--- src/rtl/lcd_pkg.sv ---
// Shared constants, FSM state encoding and init/window ROM entry format
// for the ILI9341 8080-parallel write controller.
package lcd_pkg;

    // ILI9341 command opcodes
    localparam logic [7:0] CMD_SLPOUT = 8'h11;
    localparam logic [7:0] CMD_COLMOD = 8'h3A;
    localparam logic [7:0] CMD_MADCTL = 8'h36;
    localparam logic [7:0] CMD_DISPON = 8'h29;
    localparam logic [7:0] CMD_CASET  = 8'h2A;
    localparam logic [7:0] CMD_PASET  = 8'h2B;
    localparam logic [7:0] CMD_RAMWR  = 8'h2C;

    // Pixel format for COLMOD: 16 bpp RGB565
    localparam logic [7:0] COLMOD_16BPP = 8'h55;

    // Shared delay counter width (holds 1920000)
    localparam int DLY_W = 21;

    // ROM layout: init bytes 0..5, window bytes 6..16
    localparam int ROM_IDX_W = 5;
    localparam logic [ROM_IDX_W-1:0] ROM_INIT_LAST = 5'd5;
    localparam logic [ROM_IDX_W-1:0] ROM_WIN_START = 5'd6;
    localparam logic [ROM_IDX_W-1:0] ROM_WIN_LAST  = 5'd16;

    typedef enum logic [2:0] {
        ST_RST_LOW,
        ST_RST_WAIT,
        ST_INIT,
        ST_INIT_DLY,
        ST_WIN,
        ST_IDLE,
        ST_PIX
    } lcd_state_t;

    // dly: wait RST_WAIT_CYCLES after this byte; dc: 0 = command, 1 = data
    typedef struct packed {
        logic       dly;
        logic       dc;
        logic [7:0] data;
    } rom_entry_t;

    function automatic rom_entry_t mk_entry(input logic dly, input logic dc,
                                            input logic [7:0] data);
        rom_entry_t e;
        e.dly  = dly;
        e.dc   = dc;
        e.data = data;
        return e;
    endfunction

endpackage

--- src/rtl/lcd_init_rom.sv ---
// Combinational index-to-entry table for the panel bring-up sequence and
// the full-screen address window that is re-sent on every cursor reset.
module lcd_init_rom
    import lcd_pkg::*;
#(
    parameter logic [7:0] MADCTL   = 8'h48,
    parameter int unsigned COL_END  = 239,
    parameter int unsigned PAGE_END = 319
) (
    input  logic [ROM_IDX_W-1:0] i_idx,
    output rom_entry_t           o_entry
);

    localparam logic [15:0] COL_W  = 16'(COL_END);
    localparam logic [15:0] PAGE_W = 16'(PAGE_END);

    // Sequence table; indices past the window end read as all-zero
    always_comb begin
        o_entry = '0;
        case (i_idx)
            5'd0:  o_entry = mk_entry(1'b1, 1'b0, CMD_SLPOUT);
            5'd1:  o_entry = mk_entry(1'b0, 1'b0, CMD_COLMOD);
            5'd2:  o_entry = mk_entry(1'b0, 1'b1, COLMOD_16BPP);
            5'd3:  o_entry = mk_entry(1'b0, 1'b0, CMD_MADCTL);
            5'd4:  o_entry = mk_entry(1'b0, 1'b1, MADCTL);
            5'd5:  o_entry = mk_entry(1'b0, 1'b0, CMD_DISPON);
            5'd6:  o_entry = mk_entry(1'b0, 1'b0, CMD_CASET);
            5'd7:  o_entry = mk_entry(1'b0, 1'b1, 8'h00);
            5'd8:  o_entry = mk_entry(1'b0, 1'b1, 8'h00);
            5'd9:  o_entry = mk_entry(1'b0, 1'b1, COL_W[15:8]);
            5'd10: o_entry = mk_entry(1'b0, 1'b1, COL_W[7:0]);
            5'd11: o_entry = mk_entry(1'b0, 1'b0, CMD_PASET);
            5'd12: o_entry = mk_entry(1'b0, 1'b1, 8'h00);
            5'd13: o_entry = mk_entry(1'b0, 1'b1, 8'h00);
            5'd14: o_entry = mk_entry(1'b0, 1'b1, PAGE_W[15:8]);
            5'd15: o_entry = mk_entry(1'b0, 1'b1, PAGE_W[7:0]);
            5'd16: o_entry = mk_entry(1'b0, 1'b0, CMD_RAMWR);
            default: o_entry = '0;
        endcase
    end

endmodule

--- src/rtl/lcd_8080_ctrl.sv ---
// ILI9341 8-bit 8080 write controller: panel reset, init, window setup and
// RGB565 pixel serialisation. Every byte is two clocks: WRX low with data
// driven, then WRX high with data held (the panel latches on the rise).
module lcd_8080_ctrl
    import lcd_pkg::*;
#(
    parameter int unsigned RST_LOW_CYCLES  = 16000,
    parameter int unsigned RST_WAIT_CYCLES = 1920000,
    parameter logic [7:0]  MADCTL          = 8'h48,
    parameter int unsigned COL_END         = 239,
    parameter int unsigned PAGE_END        = 319
) (
    input  logic        clk_i,
    input  logic        rst_i,
    input  logic        pix_clk,
    input  logic [15:0] pix_data,
    input  logic        reset_cursor,
    output logic        busy,
    output logic        nreset,
    output logic        cmd_data,
    output logic        write_edge,
    output logic [7:0]  dout
);

    localparam logic [DLY_W-1:0] LOW_LD  = DLY_W'(RST_LOW_CYCLES);
    localparam logic [DLY_W-1:0] WAIT_LD = DLY_W'(RST_WAIT_CYCLES);
    localparam logic [DLY_W-1:0] CNT_ONE = DLY_W'(1);

    lcd_state_t           r_state;
    logic [DLY_W-1:0]     r_cnt;
    logic [ROM_IDX_W-1:0] r_idx;
    logic                 r_dly;
    logic                 r_lo_sent;
    logic [7:0]           r_pix_lo;
    logic                 r_busy;
    logic                 r_nreset;
    logic                 r_dc;
    logic                 r_wr;
    logic [7:0]           r_dout;

    logic [ROM_IDX_W-1:0] w_rom_idx;
    rom_entry_t           w_entry;

    // Index of the next ROM byte to launch: 0 leaving RST_WAIT, window start
    // from IDLE or after the last init byte, otherwise the following entry
    always_comb begin
        w_rom_idx = r_idx + 1'b1;
        if (r_state == ST_RST_WAIT)
            w_rom_idx = '0;
        else if (r_state == ST_IDLE || r_idx == ROM_INIT_LAST)
            w_rom_idx = ROM_WIN_START;
    end

    lcd_init_rom #(
        .MADCTL   (MADCTL),
        .COL_END  (COL_END),
        .PAGE_END (PAGE_END)
    ) u_rom (
        .i_idx   (w_rom_idx),
        .o_entry (w_entry)
    );

    // Main sequencer; all panel pins and busy are registered here
    always_ff @(posedge clk_i) begin
        if (rst_i) begin
            r_state   <= ST_RST_LOW;
            r_cnt     <= LOW_LD;
            r_idx     <= '0;
            r_dly     <= 1'b0;
            r_lo_sent <= 1'b0;
            r_pix_lo  <= '0;
            r_busy    <= 1'b1;
            r_nreset  <= 1'b0;
            r_dc      <= 1'b1;
            r_wr      <= 1'b1;
            r_dout    <= '0;
        end else begin
            case (r_state)
                ST_RST_LOW: begin
                    if (r_cnt == CNT_ONE) begin
                        r_nreset <= 1'b1;
                        r_cnt    <= WAIT_LD;
                        r_state  <= ST_RST_WAIT;
                    end else
                        r_cnt <= r_cnt - 1'b1;
                end
                ST_RST_WAIT, ST_INIT_DLY: begin
                    if (r_cnt == CNT_ONE) begin
                        r_idx   <= w_rom_idx;
                        r_dout  <= w_entry.data;
                        r_dc    <= w_entry.dc;
                        r_dly   <= w_entry.dly;
                        r_wr    <= 1'b0;
                        r_state <= ST_INIT;
                    end else
                        r_cnt <= r_cnt - 1'b1;
                end
                ST_INIT, ST_WIN: begin
                    if (!r_wr)
                        r_wr <= 1'b1;
                    else if (r_dly) begin
                        // SLPOUT needs the long settle before the next command
                        r_dly   <= 1'b0;
                        r_cnt   <= WAIT_LD;
                        r_state <= ST_INIT_DLY;
                    end else if (r_idx == ROM_WIN_LAST) begin
                        r_busy  <= 1'b0;
                        r_state <= ST_IDLE;
                    end else begin
                        r_idx   <= w_rom_idx;
                        r_dout  <= w_entry.data;
                        r_dc    <= w_entry.dc;
                        r_dly   <= w_entry.dly;
                        r_wr    <= 1'b0;
                        if (r_idx == ROM_INIT_LAST)
                            r_state <= ST_WIN;
                    end
                end
                ST_IDLE: begin
                    // Cursor reset has priority; a coincident pixel is dropped
                    if (reset_cursor) begin
                        r_idx   <= w_rom_idx;
                        r_dout  <= w_entry.data;
                        r_dc    <= w_entry.dc;
                        r_dly   <= w_entry.dly;
                        r_wr    <= 1'b0;
                        r_busy  <= 1'b1;
                        r_state <= ST_WIN;
                    end else if (pix_clk) begin
                        r_pix_lo  <= pix_data[7:0];
                        r_dout    <= pix_data[15:8];
                        r_dc      <= 1'b1;
                        r_wr      <= 1'b0;
                        r_lo_sent <= 1'b0;
                        r_busy    <= 1'b1;
                        r_state   <= ST_PIX;
                    end
                end
                ST_PIX: begin
                    if (!r_wr)
                        r_wr <= 1'b1;
                    else if (!r_lo_sent) begin
                        r_dout    <= r_pix_lo;
                        r_wr      <= 1'b0;
                        r_lo_sent <= 1'b1;
                    end else begin
                        r_busy  <= 1'b0;
                        r_state <= ST_IDLE;
                    end
                end
                default: r_state <= ST_RST_LOW;
            endcase
        end
    end

    assign busy       = r_busy;
    assign nreset     = r_nreset;
    assign cmd_data   = r_dc;
    assign write_edge = r_wr;
    assign dout       = r_dout;

endmodule

--- config.mk ---
export PLATFORM = sky130hd
export DESIGN_NAME = lcd_8080_ctrl
export DESIGN_NICKNAME = d
export VERILOG_FILES = /design/src/rtl/lcd_pkg.sv /design/src/rtl/lcd_init_rom.sv /design/src/rtl/lcd_8080_ctrl.sv
export SDC_FILE = /design/constraint.sdc
export NUM_CORES = 1
export LEC_CHECK = 0
export ABC_AREA = 1
export BUFFER_PORTS_ARGS = -buffer_cell sky130_fd_sc_hd__buf_2
export CAP_MARGIN = 30
export CORE_ASPECT_RATIO = 1.75
export CORE_UTILIZATION = 50
export CTS_BUF_LIST = sky130_fd_sc_hd__clkbuf_16
export DETAILED_ROUTE_END_ITERATION = 8
export PLACE_DENSITY = 0.75
export RECOVER_POWER = 25
export SLEW_MARGIN = 15
export SYNTH_ARGS = -nofsm -noshare
export SYNTH_HDL_FRONTEND = slang
export SYNTH_SLANG_ARGS = --single-unit
--- constraint.sdc ---
create_clock -name clk_i -period 4.4 [get_ports clk_i]
set_clock_uncertainty 0.15 [all_clocks]
set_input_delay 0.44 -clock clk_i [delete_from_list [all_inputs] [get_ports clk_i]]
set_output_delay 0.44 -clock clk_i [all_outputs]
set_load 0.005 [all_outputs]
==> metrics.md <==
| Metric | Value |
|---|---|
| Hold-fix buffers, CTS | 0 |
| Hold Violations, Final | 0 |
| Sink Count | 51 |
| Sequential fraction of the synthesis area | slightly below 30% |
| Largest buffer count on any clock path | 2 |
| Dpl cell area | approximately 0.0037 mm2 |
| Die area | 0.00735 mm2 |
| Placed Cells | approximately 640 |
| Post-CTS resize count | 0 |
| Violation count after the first detailed-routing iteration | roughly 140 |
| CTS tree | yes |
| CP delay by family, top | simple AND/OR/NAND/NOR gates |
| Worst Setup SP | r_idx[1]$_SDFFE_PP0P_ |
| N_diodes | 0 |
| Port buffer count | 31 |
| Worst min-delay path class | in -> reg |
| Kind of critical path | reg -> reg |
| Fin nets | 593 |
| Placed wire-length estimate | between 6 and 7 mm |
| Slew headroom | 62.3% |
| Wire per inst | about 14 um |
| Die width | 65.2 um |
| Die extent in y | around 110 um |
| Layout cells sized above 1 | 16.5% |
| Fmax | between 400 and 500 MHz |
| Met2 WL | roughly 5 mm |
| Total chip power | 1050 uW |
| Most used flip-flop cell after synthesis | dfxtp_1 |
| Initial Util | around 51% |
| WP data required | roughly 4.5 ns |
| Post-CTS Repair Setup Buffers | 0 |
| Total GRT Usage | about a quarter |
| CP bufs+invs | 2 |
| Wl on met1 | about 3.2 mm |
| Max-cap violations | 0 |
| Pleak | between 0.0015 and 0.002 uW |
| Global-route wire length before repair | 14.5 mm |
| Max-slew violations | 0 |
| Crit path cell chain | inv_1 -> ha_1 -> nand2_1 -> inv_1 -> nand2_1 -> nand3_4 -> nor2_1 -> ha_1 -> nand3_1 -> nand2_1 -> nand2_1 -> nor3_1 -> nor3_2 -> nor2_1 |
| Power Dens Cells | 272 mW/mm2 |
| Finished Cell Area | 0.00386 mm2 |
| H-tree depth | 2 |
| Arrival time at the worst endpoint | between 2 and 2.5 ns |
| CTS buffer count | 5 |
| Drc violations | 0 |
| Syn_area_per_cell | 6.56 um2 |
| Final setup viols | 0 |
| Crit. End Element | flip-flop |
| # IOs | 32 |
| Clk root buf | clkbuf_16 |
| Status | complete, no violations |
| Non-Filler Instances | about 650 |
| Top sig layer | met4 |
| Critical Path Source Type | flip-flop |
| Mapped Nets | ~560 |
| Worst slew pin tran | about 0.56 ns |
| Placer Congestion | roughly 0.92 |
| Asr flop ratio synth | 0% |
| Total congestion overflow | 0 |
| Final WL | 8.80 mm |
| Met3 routed WL | 155 um |
| Hold_sp | pix_data[0] |
| Post-route ant nets | 0 |
| Area growth, synth to finish | 10.5% |
| Clock edge transition at the registers on the reported setup and hold paths | roughly 0.070 ns |
| Clk Latency, worst-skew pair | around 0.29 ns |
| Synth unique cells | 39 |
| Number of placement rows | 40 |
| TNS Setup | 0 ns |
| Core Region | between 0.006 and 0.007 mm2 |
| Number of global-route vias before repair | ~3400 |
| Via count | between 3000 and 4000 |
| Launch point of the worst reg-to-reg path | r_idx[1]$_SDFFE_PP0P_ |
| YS warnings | 0 |
| Yosys reg bits | between 50 and 60 |
| CP Max Fanout | 5 |
| CP max stage cell | dfxtp_1 |
| Most frequent cell on the critical path | nand2_1 |
| Mapped Cells | roughly 530 |
| 1st-pass router iterations | 4 |
| Peak VDD IR | approximately 0.22 mV |
| Largest net degree at the start of global routing | 28 |
| Final Cycle Share | 53.9% |
| Post-Syn Area | about 0.0035 mm2 |
| EDFF count, synth | 0 |
| Worst path max stage delay | about 0.39 ns |
| Vias/cell | 5.29 |
| Initial antenna violation count | 0 |
| Unrepaired setup endpoints after global routing | no |
| Minimum clock period | around 2.4 ns |
## Yosys cell counts, drive strengths merged (2+ instances only)
cell type | instances | share of area (%)
nand2 | 142 | 17
nor2 | 104 | 14
inv | 72 | 7.9
dfxtp | 51 | 29
nand3 | 45 | 7.8
o21ai | 26 | 3.9
a21oi | 20 | 3.8
nor3 | 12 | 2.3
nand4 | 11 | 2.4
ha | 9 | 3.2
xor2 | 8 | 2.0
buf | 7 | 1.5
o211ai | 7 | 1.5
a22o | 6 | 1.5
clkinv | 3 | 0.36
a31oi | 2 | 0.36
nand3b | 2 | 0.43
o21bai | 2 | 0.43
## layer usage
layer,vias to the layer above,track usage (%)
met5,-,0
met4,0,15.8
met3,29,3.15
met2,57,50.0
met1,1588,23.3
li1,1760,-
## report_power, final
| part | leakage (uW) | switching [uW] | internal (uW) | total, uW |
|---|---|---|---|---|
| Combinational | 0.00131 | 80.6 | 41.3 | 122 |
| Sequential | 0.000413 | 14.1 | 476 | 490 |
| Clock | 0.0000812 | 174 | 266 | 439 |
## cell families after synthesis
group           after synthesis  share of synthesized area [%]
simple gates                316                           43.4
buf+inv                      83                           9.91
compound gates               65                           12.0
flops                        51                           29.2
xor+xnor                      9                           2.25
fa+ha+maj                     9                           3.22
## state kept, by name (all words and copies together) (netlist names)
register and cells:
r_cnt 21, dout 8, r_pix_lo 8, r_idx 5, r_state 3, busy 1
cmd_data 1, nreset 1, r_dly 1, r_lo_sent 1, write_edge 1
## cells in the final DEF, fill, tap and decap left out, types with 11 or more instances in the layout
cell type / synthesis / final
nand3_1: 40 / 40
nor2_1: 89 / 89
o21ai_0: 24 / 24
buf_2: 3 / 26
dfxtp_1: 51 / 51
inv_1: 60 / 60
nand2_1: 131 / 132
a21oi_1: 11 / 11
## worst paths after layout
path	to	cells past startpoint	slack [ns]
worst max register to register	dout[4]$_SDFFE_PP0P_	14	2.03
worst min-delay path	r_pix_lo[0]$_SDFFE_PP0P_	3	0.21
worst min register to register	cmd_data$_SDFFE_PP1P_	2	0.34
worst max-delay path	dout[4]$_SDFFE_PP0P_	14	2.03
## worst min-delay path, cell delays in order
cell,delay (ns)
buf_2,0.07
nor2_1,0.03
nor2_1,0.08
## metrics by stage
step	setup slack [ns]	util, %	hold slack, ns
detailed placement	2.03	54.5	0.330
global route	1.75	56.8	0.216
global placement	2.12	54.5	0.318
CTS	2.02	56.9	0.209
finish	2.03	56.8	0.215
floorplan	2.33	-	0.304
## area by class of cell
class / count / area [um2]
clock buffer: 5 / 125
clock inverter: 3 / 38.8
fill: 687 / 2940
inverter: 75 / 290
multi-input combinational: 399 / 2130
sequential: 51 / 1020
tap: 84 / 105
timing repair buffer: 32 / 156
(Power assumes the default switching activity.)
